[src/rtl/mmio_uart_tx_if.sv]
// Core data-memory bus as seen by the UART transmitter.
// The core drives the strobes, addresses and write data.
// The responder returns the registered read data.
interface mmio_uart_tx_if;
  logic        en;
  logic        w_en;
  logic [31:0] w_addr;
  logic [31:0] w_data;
  logic        r_en;
  logic [31:0] r_addr;
  logic [31:0] r_data;

  modport master (
    output en,
    output w_en,
    output w_addr,
    output w_data,
    output r_en,
    output r_addr,
    input  r_data
  );

  modport slave (
    input  en,
    input  w_en,
    input  w_addr,
    input  w_data,
    input  r_en,
    input  r_addr,
    output r_data
  );
endinterface

[src/rtl/mmio_uart_tx.sv]
// Memory-mapped 8N1 UART transmitter on the core data bus.
// Written bytes go into a small FIFO and are then serialized on tx.
// The read port has the same one-cycle registered timing as the data RAM.
module mmio_uart_tx #(
  parameter int          CLK_DIV    = 434,
  parameter logic [31:0] ADDR_BASE  = 32'h0000_1000,
  parameter int          FIFO_DEPTH = 4
) (
  input  logic           clk,
  input  logic           rst_n,
  mmio_uart_tx_if.slave  bus,
  output logic           tx,
  output logic           busy
);

  localparam int PTR_W = (FIFO_DEPTH > 1) ? $clog2(FIFO_DEPTH) : 1;
  localparam int CNT_W = $clog2(FIFO_DEPTH + 1);
  localparam logic [15:0]      BAUD_LAST = 16'(CLK_DIV - 1);
  localparam logic [CNT_W-1:0] FULL_CNT  = CNT_W'(FIFO_DEPTH);

  localparam logic [1:0] REG_TXDATA = 2'd0;
  localparam logic [1:0] REG_STATUS = 2'd1;
  localparam logic [1:0] REG_CTRL   = 2'd2;

  typedef enum logic [1:0] {
    IDLE,
    START,
    DATA,
    STOP
  } state_t;

  // Address decode and write qualification
  logic w_hit;
  logic r_hit;
  logic wr_acc;
  logic push_req;
  logic push;
  logic pop;
  logic ctrl_wr;

  // FIFO storage and bookkeeping
  logic [7:0]       mem [FIFO_DEPTH];
  logic [PTR_W-1:0] wr_ptr;
  logic [PTR_W-1:0] rd_ptr;
  logic [CNT_W-1:0] count;
  logic             full;
  logic             empty;

  // Control and status
  logic ovf;
  logic tx_en;
  logic [31:0] status_word;
  logic [31:0] ctrl_word;

  // Transmitter datapath
  state_t      state;
  state_t      state_next;
  logic [15:0] baud;
  logic [15:0] baud_next;
  logic [2:0]  bit_idx;
  logic [2:0]  bit_idx_next;
  logic [7:0]  shift;
  logic [7:0]  shift_next;
  logic        tx_next;
  logic        baud_done;

  // Byte-lane bits and high data bits that the register map does not use
  logic unused_bits;
  assign unused_bits = ^{bus.w_data[31:8], bus.w_addr[1:0], bus.r_addr[1:0]};

  assign w_hit    = (bus.w_addr[31:4] == ADDR_BASE[31:4]);
  assign r_hit    = (bus.r_addr[31:4] == ADDR_BASE[31:4]);
  assign wr_acc   = bus.en && bus.w_en && w_hit;
  assign push_req = wr_acc && (bus.w_addr[3:2] == REG_TXDATA);
  assign ctrl_wr  = wr_acc && (bus.w_addr[3:2] == REG_CTRL);

  // A full FIFO still takes the byte when the transmitter pops in the same cycle.
  assign push = push_req && (!full || pop);

  assign empty = (count == '0);
  assign full  = (count == FULL_CNT);
  assign busy  = (state != IDLE) || !empty;

  // The STATUS count field is 4 bits wide, so a depth of 16 reads back as 0 when full.
  assign status_word = {24'd0, ovf, 4'(count), (state != IDLE), empty, full};
  assign ctrl_word   = {31'd0, tx_en};

  assign baud_done = (baud == BAUD_LAST);

  // FIFO storage has no reset: the pointers and the count decide what is valid.
  always_ff @(posedge clk) begin
    if (push) begin
      mem[wr_ptr] <= bus.w_data[7:0];
    end
  end

  // FIFO pointers wrap naturally; a separate count keeps full and empty distinct.
  always_ff @(posedge clk) begin
    if (!rst_n) begin
      wr_ptr <= '0;
      rd_ptr <= '0;
      count  <= '0;
    end else begin
      if (push) begin
        wr_ptr <= wr_ptr + 1'b1;
      end
      if (pop) begin
        rd_ptr <= rd_ptr + 1'b1;
      end
      case ({push, pop})
        2'b10:   count <= count + 1'b1;
        2'b01:   count <= count - 1'b1;
        default: count <= count;
      endcase
    end
  end

  // CTRL register and sticky overflow flag; ovf is set only for a byte that is really lost.
  always_ff @(posedge clk) begin
    if (!rst_n) begin
      tx_en <= 1'b1;
      ovf   <= 1'b0;
    end else begin
      if (ctrl_wr) begin
        tx_en <= bus.w_data[0];
        if (bus.w_data[1]) begin
          ovf <= 1'b0;
        end
      end
      if (push_req && full && !pop) begin
        ovf <= 1'b1;
      end
    end
  end

  // Registered read port; it samples pre-edge state, so a same-cycle write is not yet visible.
  always_ff @(posedge clk) begin
    if (!rst_n) begin
      bus.r_data <= 32'd0;
    end else if (bus.r_en) begin
      if (!r_hit) begin
        bus.r_data <= 32'd0;
      end else begin
        case (bus.r_addr[3:2])
          REG_STATUS: bus.r_data <= status_word;
          REG_CTRL:   bus.r_data <= ctrl_word;
          default:    bus.r_data <= 32'd0;
        endcase
      end
    end
  end

  // Transmitter state, baud timer, bit index, shifter and line register.
  always_ff @(posedge clk) begin
    if (!rst_n) begin
      state   <= IDLE;
      baud    <= 16'd0;
      bit_idx <= 3'd0;
      shift   <= 8'd0;
      tx      <= 1'b1;
    end else begin
      state   <= state_next;
      baud    <= baud_next;
      bit_idx <= bit_idx_next;
      shift   <= shift_next;
      tx      <= tx_next;
    end
  end

  // Next-state logic; tx_next is the line level for the cycle after the edge.
  always_comb begin
    state_next   = state;
    baud_next    = baud + 16'd1;
    bit_idx_next = bit_idx;
    shift_next   = shift;
    tx_next      = tx;
    pop          = 1'b0;

    case (state)
      IDLE: begin
        baud_next = 16'd0;
        tx_next   = 1'b1;
        if (!empty && tx_en) begin
          pop        = 1'b1;
          shift_next = mem[rd_ptr];
          state_next = START;
          tx_next    = 1'b0;
        end
      end

      START: begin
        if (baud_done) begin
          state_next   = DATA;
          baud_next    = 16'd0;
          bit_idx_next = 3'd0;
          tx_next      = shift[0];
        end
      end

      DATA: begin
        if (baud_done) begin
          baud_next = 16'd0;
          if (bit_idx == 3'd7) begin
            state_next = STOP;
            tx_next    = 1'b1;
          end else begin
            bit_idx_next = bit_idx + 3'd1;
            shift_next   = {1'b0, shift[7:1]};
            tx_next      = shift[1];
          end
        end
      end

      STOP: begin
        if (baud_done) begin
          state_next = IDLE;
          baud_next  = 16'd0;
          tx_next    = 1'b1;
        end
      end

      default: begin
        state_next = IDLE;
        baud_next  = 16'd0;
        tx_next    = 1'b1;
      end
    endcase
  end

endmodule

[src/flat_wrapper.sv]
// flat-port wrapper written by rule: the top's interface ports become plain ports
module mmio_uart_tx_flat 
#(
  parameter int          CLK_DIV    = 434,
  parameter logic [31:0] ADDR_BASE  = 32'h0000_1000,
  parameter int          FIFO_DEPTH = 4
)
  (clk, rst_n, tx, busy, bus_en, bus_w_en, bus_w_addr, bus_w_data, bus_r_en, bus_r_addr, bus_r_data);
  mmio_uart_tx_if bus_i ();
  input  logic clk;
  input  logic rst_n;
  output logic tx;
  output logic busy;
  input wire logic [$bits(bus_i.en)-1:0] bus_en;
  input wire logic [$bits(bus_i.w_en)-1:0] bus_w_en;
  input wire logic [$bits(bus_i.w_addr)-1:0] bus_w_addr;
  input wire logic [$bits(bus_i.w_data)-1:0] bus_w_data;
  input wire logic [$bits(bus_i.r_en)-1:0] bus_r_en;
  input wire logic [$bits(bus_i.r_addr)-1:0] bus_r_addr;
  output wire logic [$bits(bus_i.r_data)-1:0] bus_r_data;
  assign bus_i.en = bus_en;
  assign bus_i.w_en = bus_w_en;
  assign bus_i.w_addr = bus_w_addr;
  assign bus_i.w_data = bus_w_data;
  assign bus_i.r_en = bus_r_en;
  assign bus_i.r_addr = bus_r_addr;
  assign bus_r_data = bus_i.r_data;
  mmio_uart_tx #(.CLK_DIV(CLK_DIV), .ADDR_BASE(ADDR_BASE), .FIFO_DEPTH(FIFO_DEPTH)) u_core (.clk(clk), .rst_n(rst_n), .bus(bus_i), .tx(tx), .busy(busy));
endmodule
[config.mk]
export PLATFORM = sky130hd
export DESIGN_NAME = mmio_uart_tx_flat
export DESIGN_NICKNAME = d
export VERILOG_FILES = /design/src/rtl/mmio_uart_tx_if.sv /design/src/rtl/mmio_uart_tx.sv /design/src/flat_wrapper.sv
export SDC_FILE = /design/constraint.sdc
export NUM_CORES = 1
export LEC_CHECK = 0
export BUFFER_PORTS_ARGS = -buffer_cell sky130_fd_sc_hd__buf_2
export CAP_MARGIN = 10
export CORE_UTILIZATION = 50
export CTS_BUF_LIST = sky130_fd_sc_hd__clkbuf_16
export CTS_CLUSTER_DIAMETER = 100
export DETAILED_ROUTE_END_ITERATION = 12
export PLACE_DENSITY = 0.85
export SLEW_MARGIN = 5
export SYNTH_ARGS = -nofsm -noshare
export SYNTH_HDL_FRONTEND = slang
export SYNTH_SLANG_ARGS = --single-unit
[constraint.sdc]
create_clock -name clk -period 3.51 [get_ports clk]
set_clock_uncertainty 0.05 [all_clocks]
set_input_delay 0.702 -clock clk [delete_from_list [all_inputs] [get_ports clk]]
set_output_delay 0.702 -clock clk [all_outputs]
set_load 0.02 [all_outputs]
Word level (Yosys, flattened, before mapping). Memories as Yosys holds them, arrays and structs flattened. A register that Yosys moved wholly into a read port is not among the register bits. Index checks and enable logic that the tools add are counted. Widths: inputs -> output; s select.

Flip-flop bits (word level): 71. Latch bits: 0. RAM bits: 32. Bits in read-only memories: 0. Bits of input ports: 101. Output and inout bits: 34. Word-level logic and storage cells: 99. Memories kept: 1.

Memory list: u_core.mem (depth 4, width 8, rd ports 1, clocked after memory_dff 1, wr ports 1, line mmio_uart_tx.sv:42) `logic [7:0] mem [FIFO_DEPTH];`.

Add/subtract/negate cells: 6. Multiply operators: 0. Divide/modulo/power cells: 0. Order comparisons: 0. Equal/unequal tests: 19. Shift-type cells: 0. Multiplexer cells: 34. Bitwise logic cells: 0. Reduce and logical (&&, ||, !) cells: 28.

Operators with widths (number): $eq 28x9->1 const B (2); $mux 32 (1); $pmux 16 s2 (1); $pmux 8 s2 (2); $mux 8 (3); $add 16x1->16 const B (1); $eq 16x9->1 const B (1); $mux 16 (1); $mux 2 (7); $mux 1 (12); $pmux 3 s2 (2); $reduce_bool 2->1 (6); $eq 2x2->1 const B (5); $ne 2x1->1 const B (5); $mux 3 (3); $logic_and 1x1->1 (8); $pmux 2 s4 (1); $reduce_and 4->1 (2); $add 3x1->3 const B (2); $eq 2x1->1 const B (3); $eq 3x3->1 const B (2); $reduce_and 5->1 (1); $add 2x1->2 const B (2); $logic_not 2->1 (2); 9 further kinds (12).

Longest topological paths before layout. Gate-level depths: netlist (run 1).

Word-level depth: 9. Mapped depth: 11. Depth with buffers taken out: 11.

Worst setup path after synthesis (run 1). OpenSTA, ideal clock, no wires.

Path type: in2reg. Start point: in bus_w_addr[4]. End point: reg u_core.count[2]. Arrival time: 2555 ps. Path slack: 834 ps. Stages: 10. Cells stage by stage: nor4_1 nand4_1 nor4_4 inv_1 ha_1 inv_1 fa_1 xor2_1 or3_1 a21oi_1.

Word-level cells in the longest chain between the ends: 6.

Ends and longest elaborated chain: from (decl) (line flat_wrapper.sv:16) `input wire logic [$bits(bus_i.w_addr)-1:0] bus_w_addr;`; $eq 28x9->1 * (line mmio_uart_tx.sv:71) `assign w_hit = (bus.w_addr[31:4] == ADDR_BASE[31:4]);`; $logic_and 1x1->1 * (line mmio_uart_tx.sv:73) `assign wr_acc = bus.en && bus.w_en && w_hit;`; $logic_and 1x1->1 * (line mmio_uart_tx.sv:74) `assign push_req = wr_acc && (bus.w_addr[3:2] == REG_TXDATA);`; $logic_and 1x1->1 * (line mmio_uart_tx.sv:78) `assign push = push_req && (!full || pop);`; $eq 2x1->1 / $eq 2x2->1 (equally long branches) (line mmio_uart_tx.sv:110) `case ({push, pop})`; $pmux 3 s2 / $reduce_bool 2->1 (equally long branches); to (signal assigned) (line mmio_uart_tx.sv:111) `2'b10: count <= count + 1'b1;`; to (signal assigned) (line mmio_uart_tx.sv:112) `2'b01: count <= count - 1'b1;`; to (signal assigned) (line mmio_uart_tx.sv:113) `default: count <= count;`; to (decl) (line mmio_uart_tx.sv:45) `logic [CNT_W-1:0] count;`.

Mark *: on every way between the ends. The rest lies on a longest branch, timed or not. A chain may end at the register's enable or synchronous reset.

Worst setup path after layout (run 1).
Start point: reg u_core.state[0]. End point: reg u_core.count[2].

Word-level cells in the longest chain between the ends: 6.

Ends and longest elaborated chain: from (decl) (line mmio_uart_tx.sv:56) `state_t state;`; from (signal assigned) (line mmio_uart_tx.sv:162) `state <= state_next;`; $logic_not 2->1 * (line mmio_uart_tx.sv:179) `case (state)`; $mux 1 * (line mmio_uart_tx.sv:179); $logic_or 1x1->1 (line mmio_uart_tx.sv:78); $logic_and 1x1->1 (line mmio_uart_tx.sv:78); $eq 2x1->1 / $eq 2x2->1 (equally long branches) (line mmio_uart_tx.sv:110); $pmux 3 s2 / $reduce_bool 2->1 (equally long branches).

Marked as above.

==> flow_summary.json, run 1 <==
{
  "period_share_pct": 83.1,
  "numClockSinks": 80,
  "core_region_area_sq_mm": 0.00741,
  "mostFrequentLayoutCells": "81 x sky130_fd_sc_hd__buf_2, 48 x sky130_fd_sc_hd__dfxtp_1, 34 x sky130_fd_sc_hd__nor2_1",
  "max_cap_violations": 0,
  "power.static_leakage_nw": 1.75,
  "post_route_cells_drive_above_1_share_pct": 27.6,
  "area_growth_syn_to_layout_pct": 17.6,
  "clk_latency_ps": 330,
  "cp.required_ps": 3730,
  "max_freq_mhz": 343,
  "floorplan.initialDensity_pct": 52.9,
  "worst_relative_slew_slack_pct": 50.0,
  "final.min_clock_period_ps": 2920,
  "mappedNetlistArea_sq_mm": 0.00392,
  "dr_total_vias": 2829,
  "syn_inst": 352,
  "dp_slack_ps": 453,
  "power.ir.vdd_worst_mv": 0.361,
  "critPathLaunchType": "register",
  "cts_hold_buffers": 0,
  "timing.final.hold_violations": 0,
  "synth.ff_latch_count": 80,
  "grt_pass1_vias": 2824,
  "numnets_final": 551,
  "cts_buffers": 9,
  "most_frequent_standard_cell_in_the_layout_excluding_fill_and_tap_cells": "sky130_fd_sc_hd__buf_2",
  "dominantRegCellSynth": "sky130_fd_sc_hd__dfxtp_1",
  "drt-vias-per-instance": 5.27,
  "fin_ws_ps": 592,
  "postRouteAntennaNets": 0,
  "placement.io_buffers": 81,
  "cts.repair.resized": 0,
  "clockBufferDepth": 2,
  "highest_fanout_seen_on_the_critical_path": 7,
  "rsz0062_at_grt": "false",
  "dieHeight_microns": 90.5,
  "worst_ep_arrival_time_ps": 3140,
  "die_x_microns": 90.5,
  "finalHoldWorstSlack_ps": 424,
  "detail_route.iter0.violations": 157,
  "root_buffer_master": "sky130_fd_sc_hd__clkbuf_16",
  "global_route.usage.total_pct": 19.9,
  "final-max-slew-violation-count": 0,
  "worstHoldPathType": "register to register",
  "rrSetupSlack_ps": 590,
  "outcome": "finished, final reports clean",
  "drt_wl_total_microns": 7460,
  "post_cts_buffers": 0,
  "die_area_sq_mm": 0.00819,
  "report.power.total_mw": 2.27,
  "ys_seq_area_share_pct": 49.1,
  "count_of_fill_cells_added_during_filler_insertion": 569,
  "synth.yosys.warnings": 0,
  "tritoncts": "done",
  "setup_viol": 0,
  "tightest_slew_ps": 749,
  "synthArstFlopShare_pct": 0,
  "grt_start_max_net_pins": 27,
  "timing.critical_path.to_type": "register",
  "detail_route.wl_per_cell_microns": 13.9,
  "antenna_found_initial": 0,
  "number_of_distinct_standard_cells_referenced_by_the_synthesized_netlist": 51,
  "synth_enable_flop_cells": 32,
  "floorplan.io_pins": 135,
  "drtPass1Iterations": 4,
  "drc": 0,
  "diode_insertion_count_for_antenna_repair": 0,
  "place.detailed.hpwl_microns": 5400,
  "setup.worst_path.class": "register to register",
  "post_synth.cell_area_avg_sq_um": 11.1,
  "row_count": 31,
  "p_per_area_mw_per_mm2": 494,
  "htree_levels": 3,
  "grt_pass1_wl_microns": 12900,
  "gp_congestion": 0.763,
  "clkSlewWorstSetupHoldPaths_ps": 60,
  "totalNegativeSetupSlack_ps": 0,
  "grt.overflow.total": 0
}
## per-layer routing
metal  global-route usage, %  up-vias  share of wire (%)
met1                    22.8     1337                 41
met4                    7.66        0                1.8
met3                    6.73       14                5.0
met5                       0        -                  0
li1                        -     1382                  -
met2                    34.2       96                 52
## power breakdown
group          internal [mW]  total [mW]  switching (mW)  leakage, nW
logic                  0.116       0.308           0.193        0.931
clock network          0.557       0.939           0.382        0.140
registers               1.00        1.03          0.0255        0.675
## layout make-up
| cell class | count | area (sq um) | share of cell area, % |
|---|---|---|---|
| Inverter | 23 | 86.3 | 1.87 |
| Multi-Input combinational cell | 237 | 1760 | 38.1 |
| Timing Repair Buffer | 82 | 413 | 8.96 |
| Tap cell | 99 | 124 | 2.69 |
| Clock buffer | 9 | 225 | 4.89 |
| Sequential cell | 80 | 1920 | 41.7 |
| Clock inverter | 7 | 78.8 | 1.71 |
## per-stage QoR
step                instances  instance area (sq um)  util (%)
CTS                       537                   4610      62.2
floorplan                 376                   4010         -
global placement          521                   4300      58.1
detailed placement        521                   4300      58.1
finish                    537                   4610      62.2
global route              537                   4610      62.2
## critical path, stage by stage, from the launching register on
cell,delay [ps]
sky130_fd_sc_hd__dfxtp_1,380
sky130_fd_sc_hd__inv_1,110
sky130_fd_sc_hd__ha_1,280
sky130_fd_sc_hd__a2111oi_2,610
sky130_fd_sc_hd__nor4_4,120
sky130_fd_sc_hd__inv_1,90
sky130_fd_sc_hd__ha_1,180
sky130_fd_sc_hd__inv_1,70
sky130_fd_sc_hd__fa_1,370
sky130_fd_sc_hd__xor2_1,160
sky130_fd_sc_hd__or3_1,300
sky130_fd_sc_hd__a21oi_1,140
## synth_stat cells, types with 2 or more instances
cell type / number / area, sq um
sky130_fd_sc_hd__nor2_1: 34 / 128
sky130_fd_sc_hd__nand4_1: 6 / 37.5
sky130_fd_sc_hd__a311oi_1: 6 / 52.6
sky130_fd_sc_hd__nor4b_1: 2 / 17.5
sky130_fd_sc_hd__or3_1: 6 / 37.5
sky130_fd_sc_hd__clkbuf_1: 3 / 11.3
sky130_fd_sc_hd__a22oi_1: 6 / 45.0
sky130_fd_sc_hd__nor4_1: 9 / 56.3
sky130_fd_sc_hd__xor2_1: 6 / 52.6
sky130_fd_sc_hd__and2_1: 6 / 37.5
sky130_fd_sc_hd__buf_1: 3 / 11.3
sky130_fd_sc_hd__edfxtp_1: 32 / 961
sky130_fd_sc_hd__mux4_2: 8 / 180
sky130_fd_sc_hd__a21oi_2: 3 / 26.3
sky130_fd_sc_hd__nor4b_4: 2 / 47.6
sky130_fd_sc_hd__dfxtp_1: 48 / 961
sky130_fd_sc_hd__buf_2: 4 / 20.0
sky130_fd_sc_hd__xnor2_1: 9 / 78.8
sky130_fd_sc_hd__mux2i_1: 14 / 140
sky130_fd_sc_hd__ha_1: 16 / 200
sky130_fd_sc_hd__a311oi_2: 2 / 30.0
sky130_fd_sc_hd__nor3_1: 9 / 45.0
sky130_fd_sc_hd__buf_4: 25 / 188
sky130_fd_sc_hd__inv_1: 22 / 82.6
sky130_fd_sc_hd__and3_1: 3 / 18.8
sky130_fd_sc_hd__nand3_1: 9 / 45.0
sky130_fd_sc_hd__nand2_1: 13 / 48.8
sky130_fd_sc_hd__a21oi_1: 15 / 75.1
sky130_fd_sc_hd__o21ai_0: 9 / 45.0
## worst paths after layout
check                                     from                           end  cells after the start
setup / recovery  u_core.state[0]$_SDFFE_PN0P_  u_core.count[2]$_SDFFE_PN0P_                     11
hold / removal    u_core.shift[7]$_SDFFE_PN0P_  u_core.shift[7]$_SDFFE_PN0P_                      2
setup reg to reg  u_core.state[0]$_SDFFE_PN0P_  u_core.count[2]$_SDFFE_PN0P_                     11
hold reg to reg   u_core.shift[7]$_SDFFE_PN0P_  u_core.shift[7]$_SDFFE_PN0P_                      2
## registers in the layout, summed over array words and instances, names as in the netlist, named ones only
name               cells
u_core.baud           16
u_core.bit_idx         3
u_core.bus.r_data      7
u_core.count           3
u_core.mem            32
u_core.ovf             1
u_core.rd_ptr          2
u_core.shift           8
u_core.state           2
u_core.tx              1
u_core.tx_en           1
u_core.wr_ptr          2
## cells by family (layout without fill, tap and decap cells)
| logic type | count (synthesis) | count (layout) | synth area share (%) |
|---|---|---|---|
| other cells | 1 | 25 | 0.0958 |
| xor+xnor | 15 | 15 | 3.35 |
| flops | 80 | 80 | 49.1 |
| compound gates | 48 | 48 | 8.91 |
| simple gates | 110 | 110 | 16.4 |
| buf+inv | 59 | 121 | 8.37 |
| mux | 22 | 22 | 8.18 |
| fa+ha+maj | 17 | 17 | 5.62 |
No activity file was read; power rests on OpenSTA's default activity.
==> inputs of run 2 (changes only) <==
clock period = 3.01 ns   (was 3.51 ns; I/O delays follow)
==> flow_summary.json, run 2 (synthesis gave the netlist of run 1 again) <==
{
  "grt.overflow.total": 0,
  "tritoncts": "done",
  "count_of_fill_cells_added_during_filler_insertion": 550,
  "max_freq_mhz": 360,
  "clk_latency_ps": 340,
  "worstHoldPathType": "register to register",
  "worst_ep_arrival_time_ps": 3000,
  "fin_ws_ps": 232,
  "grt_pass1_vias": 2937,
  "most_frequent_standard_cell_in_the_layout_excluding_fill_and_tap_cells": "sky130_fd_sc_hd__buf_2",
  "post_route_cells_drive_above_1_share_pct": 28.1,
  "sw_frac_of_total_pct": 25.8,
  "timing.critical_path.to_type": "register",
  "pwr-share-clk_pct": 43.4,
  "root_buffer_master": "sky130_fd_sc_hd__clkbuf_16",
  "worst-r2r-cell-count": 11,
  "period_share_pct": 92.3,
  "hold_path_startpoint": "u_core.shift[7]$_SDFFE_PN0P_",
  "cts.repair.resized": 0,
  "reg2reg_to": "u_core.count[2]$_SDFFE_PN0P_",
  "grt_start_max_net_pins": 19,
  "reg2reg_from": "u_core.state[0]$_SDFFE_PN0P_",
  "power.net_switching_mw": 0.711,
  "min_to": "u_core.shift[7]$_SDFFE_PN0P_",
  "p_per_area_mw_per_mm2": 593,
  "post_cts_buffers": 0,
  "power.ir.vdd_worst_mv": 0.420,
  "clkSlewWorstSetupHoldPaths_ps": 70,
  "mostFrequentLayoutCells": "81 x sky130_fd_sc_hd__buf_2, 48 x sky130_fd_sc_hd__dfxtp_1, 34 x sky130_fd_sc_hd__nor2_1",
  "cts_buffers": 9,
  "timing.final.hold_violations": 0,
  "grt_pass1_wl_microns": 12800,
  "cp.required_ps": 3230,
  "postRouteAntennaNets": 0,
  "die_area_sq_mm": 0.00819,
  "detail_route.iter0.violations": 130,
  "finalNonFillerCells": 540,
  "die_x_microns": 90.5,
  "dr_total_vias": 2873,
  "largestRegisters": "u_core.mem x32, u_core.baud x16, u_core.shift x8",
  "power.static_leakage_nw": 1.78,
  "gp_congestion": 0.770,
  "numnets_final": 554,
  "dieHeight_microns": 90.5,
  "tightest_slew_ps": 656,
  "drt-vias-per-instance": 5.32,
  "critPathLaunchType": "register",
  "rrSetupSlack_ps": 230,
  "antenna_found_initial": 0,
  "pwr-share-comb_pct": 13.1,
  "dp_slack_ps": 233,
  "diode_insertion_count_for_antenna_repair": 0,
  "drt_wl_total_microns": 7480,
  "place.detailed.hpwl_microns": 5470,
  "timing.hold.worst_path_depth": 2,
  "global_route.usage.total_pct": 19.8,
  "final-max-slew-violation-count": 0,
  "area_growth_syn_to_layout_pct": 18.8,
  "htree_levels": 3,
  "layout.area.seq_sq_mm": 0.00192,
  "setup_viol": 0,
  "placement.io_buffers": 81,
  "final.min_clock_period_ps": 2780,
  "clockBufferDepth": 2,
  "row_count": 31,
  "rsz0062_at_grt": "false",
  "highest_fanout_seen_on_the_critical_path": 4,
  "final_core_util_pct": 62.8,
  "multi_input_area_sq_mm": 0.00176,
  "detail_route.wl_per_cell_microns": 13.9,
  "floorplan.initialDensity_pct": 52.9,
  "setup.worst_path.class": "register to register",
  "core_region_area_sq_mm": 0.00741,
  "worst_relative_slew_slack_pct": 55.9,
  "sequentialPowerShare_pct": 43.5,
  "largest_register_ff_count": 32,
  "top_reg_by_flops": "u_core.mem",
  "cellInternalPower_mw": 2.05,
  "drc": 0,
  "drtPass1Iterations": 4,
  "outcome": "finished, final reports clean",
  "post-place-cells": 524,
  "numClockSinks": 80,
  "max_cap_violations": 0,
  "cts_hold_buffers": 0,
  "floorplan.io_pins": 135,
  "totalNegativeSetupSlack_ps": 0
}
## run 2: cell count changes in the layout (fill, tap and decap cells not counted), sizes merged
cell	delta
buf	+3
bufinv	+1
clkinv	-1
clkinvlp	-3
inv	+3
## run 2: cell type report
type,instances,area share [%]
inverters,23,1.86
clock inverters,7,2.23
flip-flops and latches,80,41.3
multi-input cells,237,37.8
well taps,99,2.66
repair buffers,85,9.36
clock buffers,9,4.84
## run 2: metrics by stage
step / total power [mW] / cell area, sq um / hold slack (ps)
floorplan: 1.50 / 4010 / 388
global placement: 1.56 / 4320 / 400
detailed placement: 1.58 / 4320 / 416
CTS: 2.78 / 4650 / 415
global route: 2.87 / 4650 / 418
finish: 2.76 / 4650 / 419
## run 2: worst max-delay path by stage
stage	from	to	slack [ps]	cells after the start
floorplan	u_core.state[0]$_SDFFE_PN0P_	u_core.count[2]$_SDFFE_PN0P_	420	11
global placement	u_core.state[0]$_SDFFE_PN0P_	u_core.count[2]$_SDFFE_PN0P_	360	11
detailed placement	bus_w_addr[4]	u_core.count[2]$_SDFFE_PN0P_	230	11
CTS	u_core.state[0]$_SDFFE_PN0P_	u_core.count[2]$_SDFFE_PN0P_	230	11
global route	u_core.state[0]$_SDFFE_PN0P_	u_core.count[2]$_SDFFE_PN0P_	50	11
finish	u_core.state[0]$_SDFFE_PN0P_	u_core.count[2]$_SDFFE_PN0P_	230	11
## run 2: power by group through the flow
| stage | logic (mW) | clock network, mW | registers [mW] |
|---|---|---|---|
| final | 0.363 | 1.20 | 1.20 |
| after global routing | 0.396 | 1.27 | 1.20 |
| after floorplan | 0.284 | 0 | 1.22 |
| after CTS | 0.362 | 1.22 | 1.20 |
| after global placement | 0.341 | 0 | 1.22 |
| after detailed placement | 0.358 | 0 | 1.22 |
## run 2: layer usage
metal / global-route usage [%] / vias up / part of all wire (%)
met5: 0 / - / 0
met2: 35.6 / 83 / 52
met1: 21.5 / 1379 / 42
met4: 7.93 / 0 / 2.3
met3: 5.98 / 19 / 3.8
li1: - / 1392 / -
## run 2: critical path: stages, from the launching register on
cell and delay [ps]:
sky130_fd_sc_hd__dfxtp_1 360, sky130_fd_sc_hd__inv_1 100, sky130_fd_sc_hd__ha_1 250, sky130_fd_sc_hd__a2111oi_2 610
sky130_fd_sc_hd__nor4_4 60, sky130_fd_sc_hd__inv_1 90, sky130_fd_sc_hd__ha_1 170, sky130_fd_sc_hd__inv_1 60
sky130_fd_sc_hd__fa_1 370, sky130_fd_sc_hd__xor2_1 160, sky130_fd_sc_hd__or3_1 300, sky130_fd_sc_hd__a21oi_1 130
